[src/rtl/send_top_link.sv]
// send_top_link: ADC word -> six byte slots or test pattern -> 8b/10b symbols, plus clk/6 frame clock.
// Slot chosen at edge E is on encoder_out after E+1; free-running, one symbol per clock, no backpressure.
module send_top_link #(
    parameter int         WORD_W    = 48,
    parameter logic [3:0] LFSR_SEED = 4'b0001
) (
    input  logic              clk,
    input  logic              rst_n,
    input  logic [WORD_W-1:0] data_i,
    input  logic              sync,
    input  logic              mod,
    input  logic [1:0]        i_test_patten,
    input  logic [2:0]        out_select,
    output logic [9:0]        encoder_out,
    output logic              RD_out,
    output logic [3:0]        lfrs_out,
    output logic [2:0]        data_ctrl,
    output logic              clk_new
);
    localparam logic [7:0] K28_5 = 8'hBC;
    // 5b/6b codes (abcdei) for RD-; RD+ is the complement for unbalanced codes and D.7
    localparam logic [5:0] C6 [32] = '{
        6'b100111, 6'b011101, 6'b101101, 6'b110001, 6'b110101, 6'b101001, 6'b011001, 6'b111000,
        6'b111001, 6'b100101, 6'b010101, 6'b110100, 6'b001101, 6'b101100, 6'b011100, 6'b010111,
        6'b011011, 6'b100011, 6'b010011, 6'b110010, 6'b001011, 6'b101010, 6'b011010, 6'b111010,
        6'b110011, 6'b100110, 6'b010110, 6'b110110, 6'b001110, 6'b101110, 6'b011110, 6'b101011};

    logic [2:0]        r_cnt, r_cnt_d, r_idx, r_ctrl;
    logic [WORD_W-1:0] r_word;
    logic [7:0]        r_byte, r_pcnt;
    logic              r_k, r_flag, r_rd, r_clk;
    logic [3:0]        r_lfsr;
    logic [9:0]        r_enc;

    logic [WORD_W-1:0] w_word;
    logic [7:0]        w_pat, w_byte;
    logic [2:0]        w_idx;
    logic              w_k, w_adv;
    logic [4:0]        w_x;
    logic [2:0]        w_y;
    logic [5:0]        w_c6, w_d6;
    logic [3:0]        w_c4, w_d4;
    logic              w_rd6, w_rd_nxt, w_a7;
    logic [9:0]        w_sym;

    function automatic logic [7:0] pick(input logic [WORD_W-1:0] w, input logic [2:0] k);
        case (k)
            3'd0:    pick = w[47:40];
            3'd1:    pick = w[39:32];
            3'd2:    pick = w[31:24];
            3'd3:    pick = w[23:16];
            3'd4:    pick = w[15:8];
            default: pick = w[7:0];
        endcase
    endfunction

    // Slot selection: slot 0 takes the byte straight from data_i since the word loads on this edge
    always_comb begin
        w_word = (r_cnt == 3'd0) ? data_i : r_word;
        case (i_test_patten)
            2'b00:   w_pat = 8'hB5;
            2'b01:   w_pat = r_flag ? 8'h55 : 8'hAA;
            2'b10:   w_pat = r_pcnt;
            default: w_pat = {r_lfsr, ~r_lfsr};
        endcase
        w_byte = K28_5;
        w_idx  = 3'd7;
        w_k    = 1'b1;
        w_adv  = 1'b0;
        if (sync && out_select != 3'd7) begin
            w_k = 1'b0;
            if (mod) begin
                w_byte = w_pat;
                w_idx  = r_cnt;
                w_adv  = 1'b1;
            end else if (out_select == 3'd0) begin
                w_byte = pick(w_word, r_cnt);
                w_idx  = r_cnt;
            end else begin
                w_byte = pick(w_word, out_select - 3'd1);
                w_idx  = out_select - 3'd1;
            end
        end
    end

    // 8b/10b: the 3b/4b choice and the A7 alternate depend on disparity after the 6b sub-block
    always_comb begin
        w_x   = r_byte[4:0];
        w_y   = r_byte[7:5];
        w_c6  = C6[w_x];
        w_d6  = (r_rd && ($countones(w_c6) != 3 || w_x == 5'd7)) ? ~w_c6 : w_c6;
        w_rd6 = ($countones(w_c6) != 3) ? ~r_rd : r_rd;
        w_a7  = w_rd6 ? (w_x == 5'd11 || w_x == 5'd13 || w_x == 5'd14)
                      : (w_x == 5'd17 || w_x == 5'd18 || w_x == 5'd20);
        case (w_y)
            3'd0:    w_c4 = 4'b1011;
            3'd1:    w_c4 = 4'b1001;
            3'd2:    w_c4 = 4'b0101;
            3'd3:    w_c4 = 4'b1100;
            3'd4:    w_c4 = 4'b1101;
            3'd5:    w_c4 = 4'b1010;
            3'd6:    w_c4 = 4'b0110;
            default: w_c4 = w_a7 ? 4'b0111 : 4'b1110;
        endcase
        w_d4     = (w_rd6 && ($countones(w_c4) != 2 || w_y == 3'd3)) ? ~w_c4 : w_c4;
        w_rd_nxt = ($countones(w_c4) != 2) ? ~w_rd6 : w_rd6;
        w_sym    = {w_d6, w_d4};
        if (r_k) begin
            w_sym    = r_rd ? 10'b1100000101 : 10'b0011111010;
            w_rd_nxt = ~r_rd;
        end
    end

    always_ff @(posedge clk or negedge rst_n) begin
        if (!rst_n) begin
            r_cnt   <= 3'd0;
            r_cnt_d <= 3'd7;
            r_word  <= '0;
            r_byte  <= 8'h00;
            r_idx   <= 3'd0;
            r_k     <= 1'b0;
            r_enc   <= 10'd0;
            r_rd    <= 1'b0;
            r_ctrl  <= 3'd0;
            r_clk   <= 1'b0;
            r_lfsr  <= LFSR_SEED;
            r_pcnt  <= 8'h00;
            r_flag  <= 1'b0;
        end else begin
            r_byte <= w_byte;
            r_idx  <= w_idx;
            r_k    <= w_k;
            r_enc  <= w_sym;
            r_rd   <= w_rd_nxt;
            r_ctrl <= r_idx;
            r_clk  <= sync && (r_cnt_d < 3'd3);
            if (!sync) begin
                r_cnt   <= 3'd0;
                r_cnt_d <= 3'd7;
                r_lfsr  <= LFSR_SEED;
                r_pcnt  <= 8'h00;
                r_flag  <= 1'b0;
            end else begin
                r_cnt   <= (r_cnt == 3'd5) ? 3'd0 : r_cnt + 3'd1;
                r_cnt_d <= r_cnt;
                if (r_cnt == 3'd0) r_word <= data_i;
                if (w_adv) begin
                    case (i_test_patten)
                        2'b01:   r_flag <= ~r_flag;
                        2'b10:   r_pcnt <= r_pcnt + 8'd1;
                        2'b11:   r_lfsr <= {r_lfsr[2:0], r_lfsr[3] ^ r_lfsr[2]};
                        default: ;
                    endcase
                end
            end
        end
    end

    assign encoder_out = r_enc;
    assign RD_out      = r_rd;
    assign lfrs_out    = r_lfsr;
    assign data_ctrl   = r_ctrl;
    assign clk_new     = r_clk;
endmodule

[config.mk]
export PLATFORM = sky130hd
export DESIGN_NAME = send_top_link
export DESIGN_NICKNAME = d
export VERILOG_FILES = /design/src/rtl/send_top_link.sv
export SDC_FILE = /design/constraint.sdc
export NUM_CORES = 1
export LEC_CHECK = 0
export CORE_ASPECT_RATIO = 1.2
export CORE_MARGIN = 10
export CORE_UTILIZATION = 45
export CTS_CLUSTER_SIZE = 16
export DETAILED_ROUTE_END_ITERATION = 16
export PLACE_DENSITY = 0.78
export RECOVER_POWER = 50
export SYNTH_ARGS = -nofsm -noshare
export SYNTH_HDL_FRONTEND = slang
export SYNTH_SLANG_ARGS = --single-unit
[constraint.sdc]
create_clock -name clk -period 8.8 [get_ports clk]
set_clock_uncertainty 0.2 [all_clocks]
set_input_delay 1.76 -clock clk [delete_from_list [all_inputs] [get_ports clk]]
set_output_delay 1.76 -clock clk [all_outputs]
set_load 0.03 [all_outputs]
==> Yosys cells after proc, flatten, opt, wreduce, memory -nomap -nowiden <==
Memory sizes are Yosys's and may differ from the RTL's.
Cells that the tools add are included.
{ "classes": {"n_reduce_logical": 18, "n_mux": 38, "eq_ne": 32, "magnitude_cmp": 2, "n_addsub": 11, "bitwise_logic": 8} }
{ "ops": {"columns": ["operator", "n"], "rows": [
  ["$pmux W8 S5", 2],
  ["$mux W8", 7],
  ["$mux W48", 1],
  ["$pmux W4 S7", 1],
  ["$pmux W8 S3", 1],
  ["$mux W10", 2],
  ["$mux W4", 5],
  ["$eq A3 B2 Y1 const B", 6],
  ["$eq A3 B3 Y1 const B", 6],
  ["$mux W3", 6],
  ["$mux W6", 3],
  ["$eq A5 B4 Y1 const B", 3],
  ["$eq A5 B5 Y1 const B", 3],
  ["$logic_not A3 Y1", 4],
  ["$add A1 B1 Y2", 5],
  ["$mux W1", 10],
  ["$eq A3 B1 Y1 const B", 3],
  ["$add A8 B1 Y8 const B", 1],
  ["$ne A2 B1 Y1 const B", 4],
  ["$not A4 Y4", 2],
  ["$add A2 B2 Y3", 2],
  ["$ge A6 B6 Y1 const B", 1],
  ["$logic_or A1 B1 Y1", 6],
  ["$not A5 Y6", 1],
  ["16 further kinds", 24]
]} }
{ "word_totals": {"mem_bits_ro": 192, "register_bits": 94, "output_inout_bits": 19, "memories": 1, "inputBits": 57} }
{ "mem_list": {"columns": ["memory", "depth", "word_bits", "rd", "rd_clocked_by_memory_dff", "wr", "line", "source"], "rows": [
  ["(no name shown)", 32, 6, 1, 0, 0, "90", "w_c6 = C6[w_x];"]
]} }

==> Longest topological paths before layout <==
{ "logic_depth": {"ltp_word": 19, "depth_mapped": 25, "mapped_depth_nobuf": 25} }

==> Worst setup path before layout <==
Ideal clock, no wire load.
{ "synth_timing": {"path_type": "register to register", "startpoint": "register r_byte[0]", "endpoint": "register r_enc[0] (netlist: encoder_out[0])", "arrival_time_ns": 6.157, "stages_incl_launch_ff": 25, "setup_time_ns": 0.071, "synth_period_minus_slack_ns": 6.428, "path_slack_ns": 2.372, "path_buffers": 0, "cell_sequence": "dfrtp_1 inv_1 ha_1 or2_2 a32oi_1 o221ai_1 fa_1 inv_1 fa_1 inv_1 ha_1 inv_1 fa_1 nand3b_1 xnor2_2 mux2i_1 o21ai_0 fa_1 ha_1 ha_1 nor3b_1 o21a_1 nor2_1 or4_1 nand4_1"} }
{ "synth_via": {"elab_chain_cells": 19, "word_cells_on_any_way": 33, "classes_between": "8 x add/sub; 8 x eq/ne; 8 x mux; 2 x bitwise; 6 x reduce/logical; 1 x memory"} }
{ "synth_lines": {"columns": ["item", "line", "source"], "rows": [
  ["start: declaration", "30", "logic [7:0] r_byte, r_pcnt;"],
  ["start signal: assignment", "130", "r_byte <= w_byte;"],
  ["$not A5 Y6 (implied by the code)", "90", null],
  ["$mem_v2 Z32 W6", null, null],
  ["$mux W6 (implied by the code) (2 in series)", "90", null],
  ["$add A1 B1 Y2 (implied by the code)", "92", "w_rd6 = ($countones(w_c6) != 3) ? ~r_rd : r_rd;"],
  ["$add A2 B2 Y3 (implied by the code)", "92", null],
  ["$add A3 B2 Y4 (implied by the code)", "92", null],
  ["$ne A4 B2 Y1", "92", null],
  ["$mux W1", "92", null],
  ["(+3 left out)", null, null],
  ["$add A1 B1 Y2 (implied by the code)", "105", "w_d4 = (w_rd6 && ($countones(w_c4) != 2 || w_y == 3'd3)) ? ~w_c4 : w_c4;"],
  ["$add A2 B2 Y3 (implied by the code)", "105", null],
  ["$ne A3 B2 Y1", "105", null],
  ["$logic_or A1 B1 Y1", "105", null],
  ["$logic_and A1 B1 Y1", "105", null],
  ["$mux W4 (*)", "105", null],
  ["$mux W10 (*)", "108", "if (r_k) begin"],
  ["net w_sym[0]", "44", "logic [9:0] w_sym;"],
  ["end signal: assignment", "133", "r_enc <= w_sym;"],
  ["end: declaration", "33", "logic [9:0] r_enc;"]
]} }
The timed path passes the listed nets; every way through them passes the cells marked *. The select of a mux whose other input is x is not followed.
A chain may end at the register's enable or synchronous reset.

==> Worst setup path after layout <==
Same ends and word-level chain as after synthesis.

==> flow_metrics.env <==
export IMPL_ys_warn_count=0
export IMPL_slowest_stage="fa_1"
export IMPL_grt_pass1_vias=4980
export IMPL_vias_per_cell=5.93
export IMPL_num_antenna_cells=0
export IMPL_synth_most_common_cell="dfrtp_1"
export IMPL_placementRows=45
export IMPL_cts_num_sinks=94
export IMPL_vias=4812
export IMPL_clock_path_buffers=2
export IMPL_slew_viol_final=97
export IMPL_crit_family="adder cells"
export IMPL_multi_input_area_um2=3290
export IMPL_outcome="complete, but fails checks"
export IMPL_finalCritPeriodShare=0.799
export IMPL_worst_ep_arrival_time_ns=7.11
export IMPL_worst_endpoint_required_ns=8.88
export IMPL_leakagePower_nw=2.90
export IMPL_wirelength_um=15300
export IMPL_relSlewSlack=-0.680
export IMPL_synth_area_leader_cell="dfrtp_1"
export IMPL_drt_iter0_markers=427
export IMPL_setup_tns_ns=0
export IMPL_cts_root_buf="clkbuf_16"
export IMPL_stdcell_area_um2=7040
export IMPL_worstMarginPinSlew_ns=2.52
export IMPL_netlist_top_cells_area="dfrtp_1 38%, mux2_2 10%, mux2i_1 5.4%"
export IMPL_violations="max-capacitance violations, max-slew violations"
export IMPL_yosysSeqAreaShare=0.398
export IMPL_cts_tree="yes"
export IMPL_syn_area_per_cell_um2=10.1
export IMPL_areaGrowthSynthToFinish_pct=18.9
export IMPL_grt_overflow_total=0
export IMPL_die_area_um2=18200
export IMPL_synth_edff_count=0
export IMPL_cp_end_kind="flip-flop"
export IMPL_drive_above_1_share=0.144
export IMPL_finalHoldViolCount=0
export IMPL_ff_latch_area_um2=2360
export IMPL_synth_seq_cells=94
export IMPL_num_fill_cells=1120
export IMPL_powerDensity_nw_per_um2=223
export IMPL_setup_viol=0
export IMPL_max_vdd_ir_drop_mv=0.163
export IMPL_synth_compound_area_share=0.142
export IMPL_die_w_um=125
export IMPL_synthXorXnorAreaFrac=0.0308
export IMPL_initial_core_util=0.464
export IMPL_dp_slack_ns=1.80
export IMPL_min_period_ns=7.04
export IMPL_synthDistinctLibCells=69
export IMPL_cp_cell_sequence="inv_1 -> ha_1 -> or2_2 -> a32oi_1 -> o221ai_1 -> fa_1 -> inv_1 -> fa_1 -> inv_1 -> ha_1 -> inv_1 -> fa_1 -> nand3b_1 -> xnor2_2 -> mux2i_1 -> o21ai_0 -> fa_1 -> ha_1 -> ha_1 -> nor3b_1 -> o21a_1 -> nor2_1 -> or4_1 -> nand4_1"
export IMPL_cap_violations=2
export IMPL_synth_simple_area_share=0.147
export IMPL_io_pin_count=76
export IMPL_synth_top_family_by_area="multiplexers"
export IMPL_wire_per_inst_um=18.9
export IMPL_synth_top_flop_cell="dfrtp_1"
export IMPL_setup_slack_ns=1.76
export IMPL_path_clk_slew_ns=0.06
export IMPL_clk_insertion_delay_late_ns=0.34
export IMPL_remaining_drc_errors=0
export IMPL_grt_total_usage=0.169
export IMPL_crit_type="reg -> reg"
export IMPL_cts_inserted_buffers=9
export IMPL_antenna_found_initial=0
export IMPL_rsz0062_at_grt="false"
export IMPL_core_um2=12800
export IMPL_cts_resized=0
export IMPL_port_buffers=75
export IMPL_die_h_um=146
export IMPL_synth_adder_area_share=0.0553
export IMPL_ant_nets=0
export IMPL_netlist_area_leader_share=0.380
export IMPL_place_area_um2=6720
export IMPL_dp_hpwl_um=11200
export IMPL_layout_nets=725
export IMPL_synthCells=587
export IMPL_start_kind="flip-flop"
export IMPL_htreeDepth=3
export IMPL_syn_num_nets=667
export IMPL_fmax_ghz=0.142
export IMPL_grt_max_degree=49
export IMPL_drtPass1Iterations=5
export IMPL_path_buf_inv=4
export IMPL_cts_setup_buffers=0
export IMPL_critPathMaxFanout=7
export IMPL_min_path_type="reg -> reg"
export IMPL_place_congestion=0.940
export IMPL_synthesis_area_um2=5920
export IMPL_grt_pass1_wl_um=25700
export IMPL_synthArstFlopShare=1.00
export IMPL_synthMuxAreaShare=0.179
export IMPL_hold_buffers=0
export IMPL_crit_path_max_incr_delay_ns=0.53
export IMPL_synth_common_cells="90 x dfrtp_1, 73 x nand2_1, 55 x mux2_2"
worst paths after layout:
kind / startpoint / to / slack [ns] / depth (start not counted)
worst max-delay path: r_byte[0]$_DFF_PN0_ / encoder_out[0]$_DFF_PN0_ / 1.76 / 24
worst min-delay path: r_idx[1]$_DFF_PN0_ / data_ctrl[1]$_DFF_PN0_ / 0.16 / 0
worst max register to register: r_byte[0]$_DFF_PN0_ / encoder_out[0]$_DFF_PN0_ / 1.76 / 24
worst min register to register: r_idx[1]$_DFF_PN0_ / data_ctrl[1]$_DFF_PN0_ / 0.16 / 0
max in group asynchronous: rst_n / r_word[24]$_DFFE_PN0P_ / 3.10 / 2
min in group asynchronous: rst_n / lfrs_out[2]$_DFFE_PN0P_ / 1.98 / 1
layer usage:
layer | track usage | part of all wire
met1 | 0.193 | 0.41
met4 | 0.0811 | 0.034
met5 | 0 | 0
met2 | 0.293 | 0.50
met3 | 0.0335 | 0.055
per-stage QoR:
step	util	hold WS [ns]	power, mW	std cells
after floorplan	-	0.131	0.973	587
after global placement	0.526	0.134	1.12	798
after detailed placement	0.526	0.149	1.15	798
after CTS	0.552	0.163	1.58	812
after global routing	0.551	0.172	1.66	812
final	0.551	0.160	1.57	812
power by group:
part | total, mW | internal [mW] | switching (mW)
Combinational | 0.562 | 0.262 | 0.299
Sequential | 0.579 | 0.518 | 0.0611
Clock | 0.432 | 0.273 | 0.158
cell type report:
cell class	instances	area share
Sequential cell	94	0.335
Inverter	23	0.0123
Multi-Input combinational cell	437	0.467
Clock inverter	5	0.0142
Timing Repair Buffer	80	0.111
Clock buffer	9	0.0320
Tap cell	164	0.0291
logic make-up (layout without fill, tap and decap cells):
family / count (synthesis) / count (layout)
buffers and inverters: 56 / 117
XOR/XNOR: 20 / 20
flip-flops: 94 / 94
multiplexers: 92 / 92
adder cells (fa/ha/maj): 24 / 24
AND/OR/NAND/NOR: 177 / 177
AO/OA/AOI/OAI: 124 / 124
registers in the layout, summed over array words and instances, names as in the netlist, 3 cells and up:
signal	count
r_pcnt	8
lfrs_out	4
r_idx	3
r_cnt	3
r_word	48
encoder_out	10
r_byte	8
r_cnt_d	3
data_ctrl	3
cell usage in the layout (no fill, tap or decap), types with 4 or more instances in the layout:
cell,Yosys,routed
a2111oi_0,6,6
a211oi_1,6,6
a21oi_1,21,21
a31oi_1,9,9
buf_4,2,4
clkbuf_16,0,9
clkdlybuf4s50_1,0,73
dfrtp_1,90,90
dfstp_2,4,4
fa_1,4,4
ha_1,19,19
inv_1,21,22
mux2_2,55,55
mux2i_1,32,32
nand2_1,73,73
nand2b_1,11,11
nand3_1,11,11
nand3b_1,5,5
nand4_1,8,8
nor2_1,28,27
nor2b_1,12,12
nor3b_1,5,5
nor4_1,4,4
o211ai_1,6,6
o21ai_0,26,26
o221ai_1,5,5
o22ai_1,9,9
or2_2,4,4
or3_1,4,4
xnor2_1,10,10
xor2_1,9,9
worst reg2reg max path, cell delays in order, from the launching register on:
cell and delay [ns]:
dfrtp_1 0.42, inv_1 0.15, ha_1 0.32, or2_2 0.27, a32oi_1 0.19, o221ai_1 0.20
fa_1 0.53, inv_1 0.05, fa_1 0.49, inv_1 0.04, ha_1 0.18, inv_1 0.06
fa_1 0.40, nand3b_1 0.24, xnor2_2 0.29, mux2i_1 0.48, o21ai_0 0.23, fa_1 0.51
ha_1 0.22, ha_1 0.26, nor3b_1 0.39, o21a_1 0.21, nor2_1 0.11, or4_1 0.43
nand4_1 0.10
No activity file was read; power rests on OpenSTA's default activity.
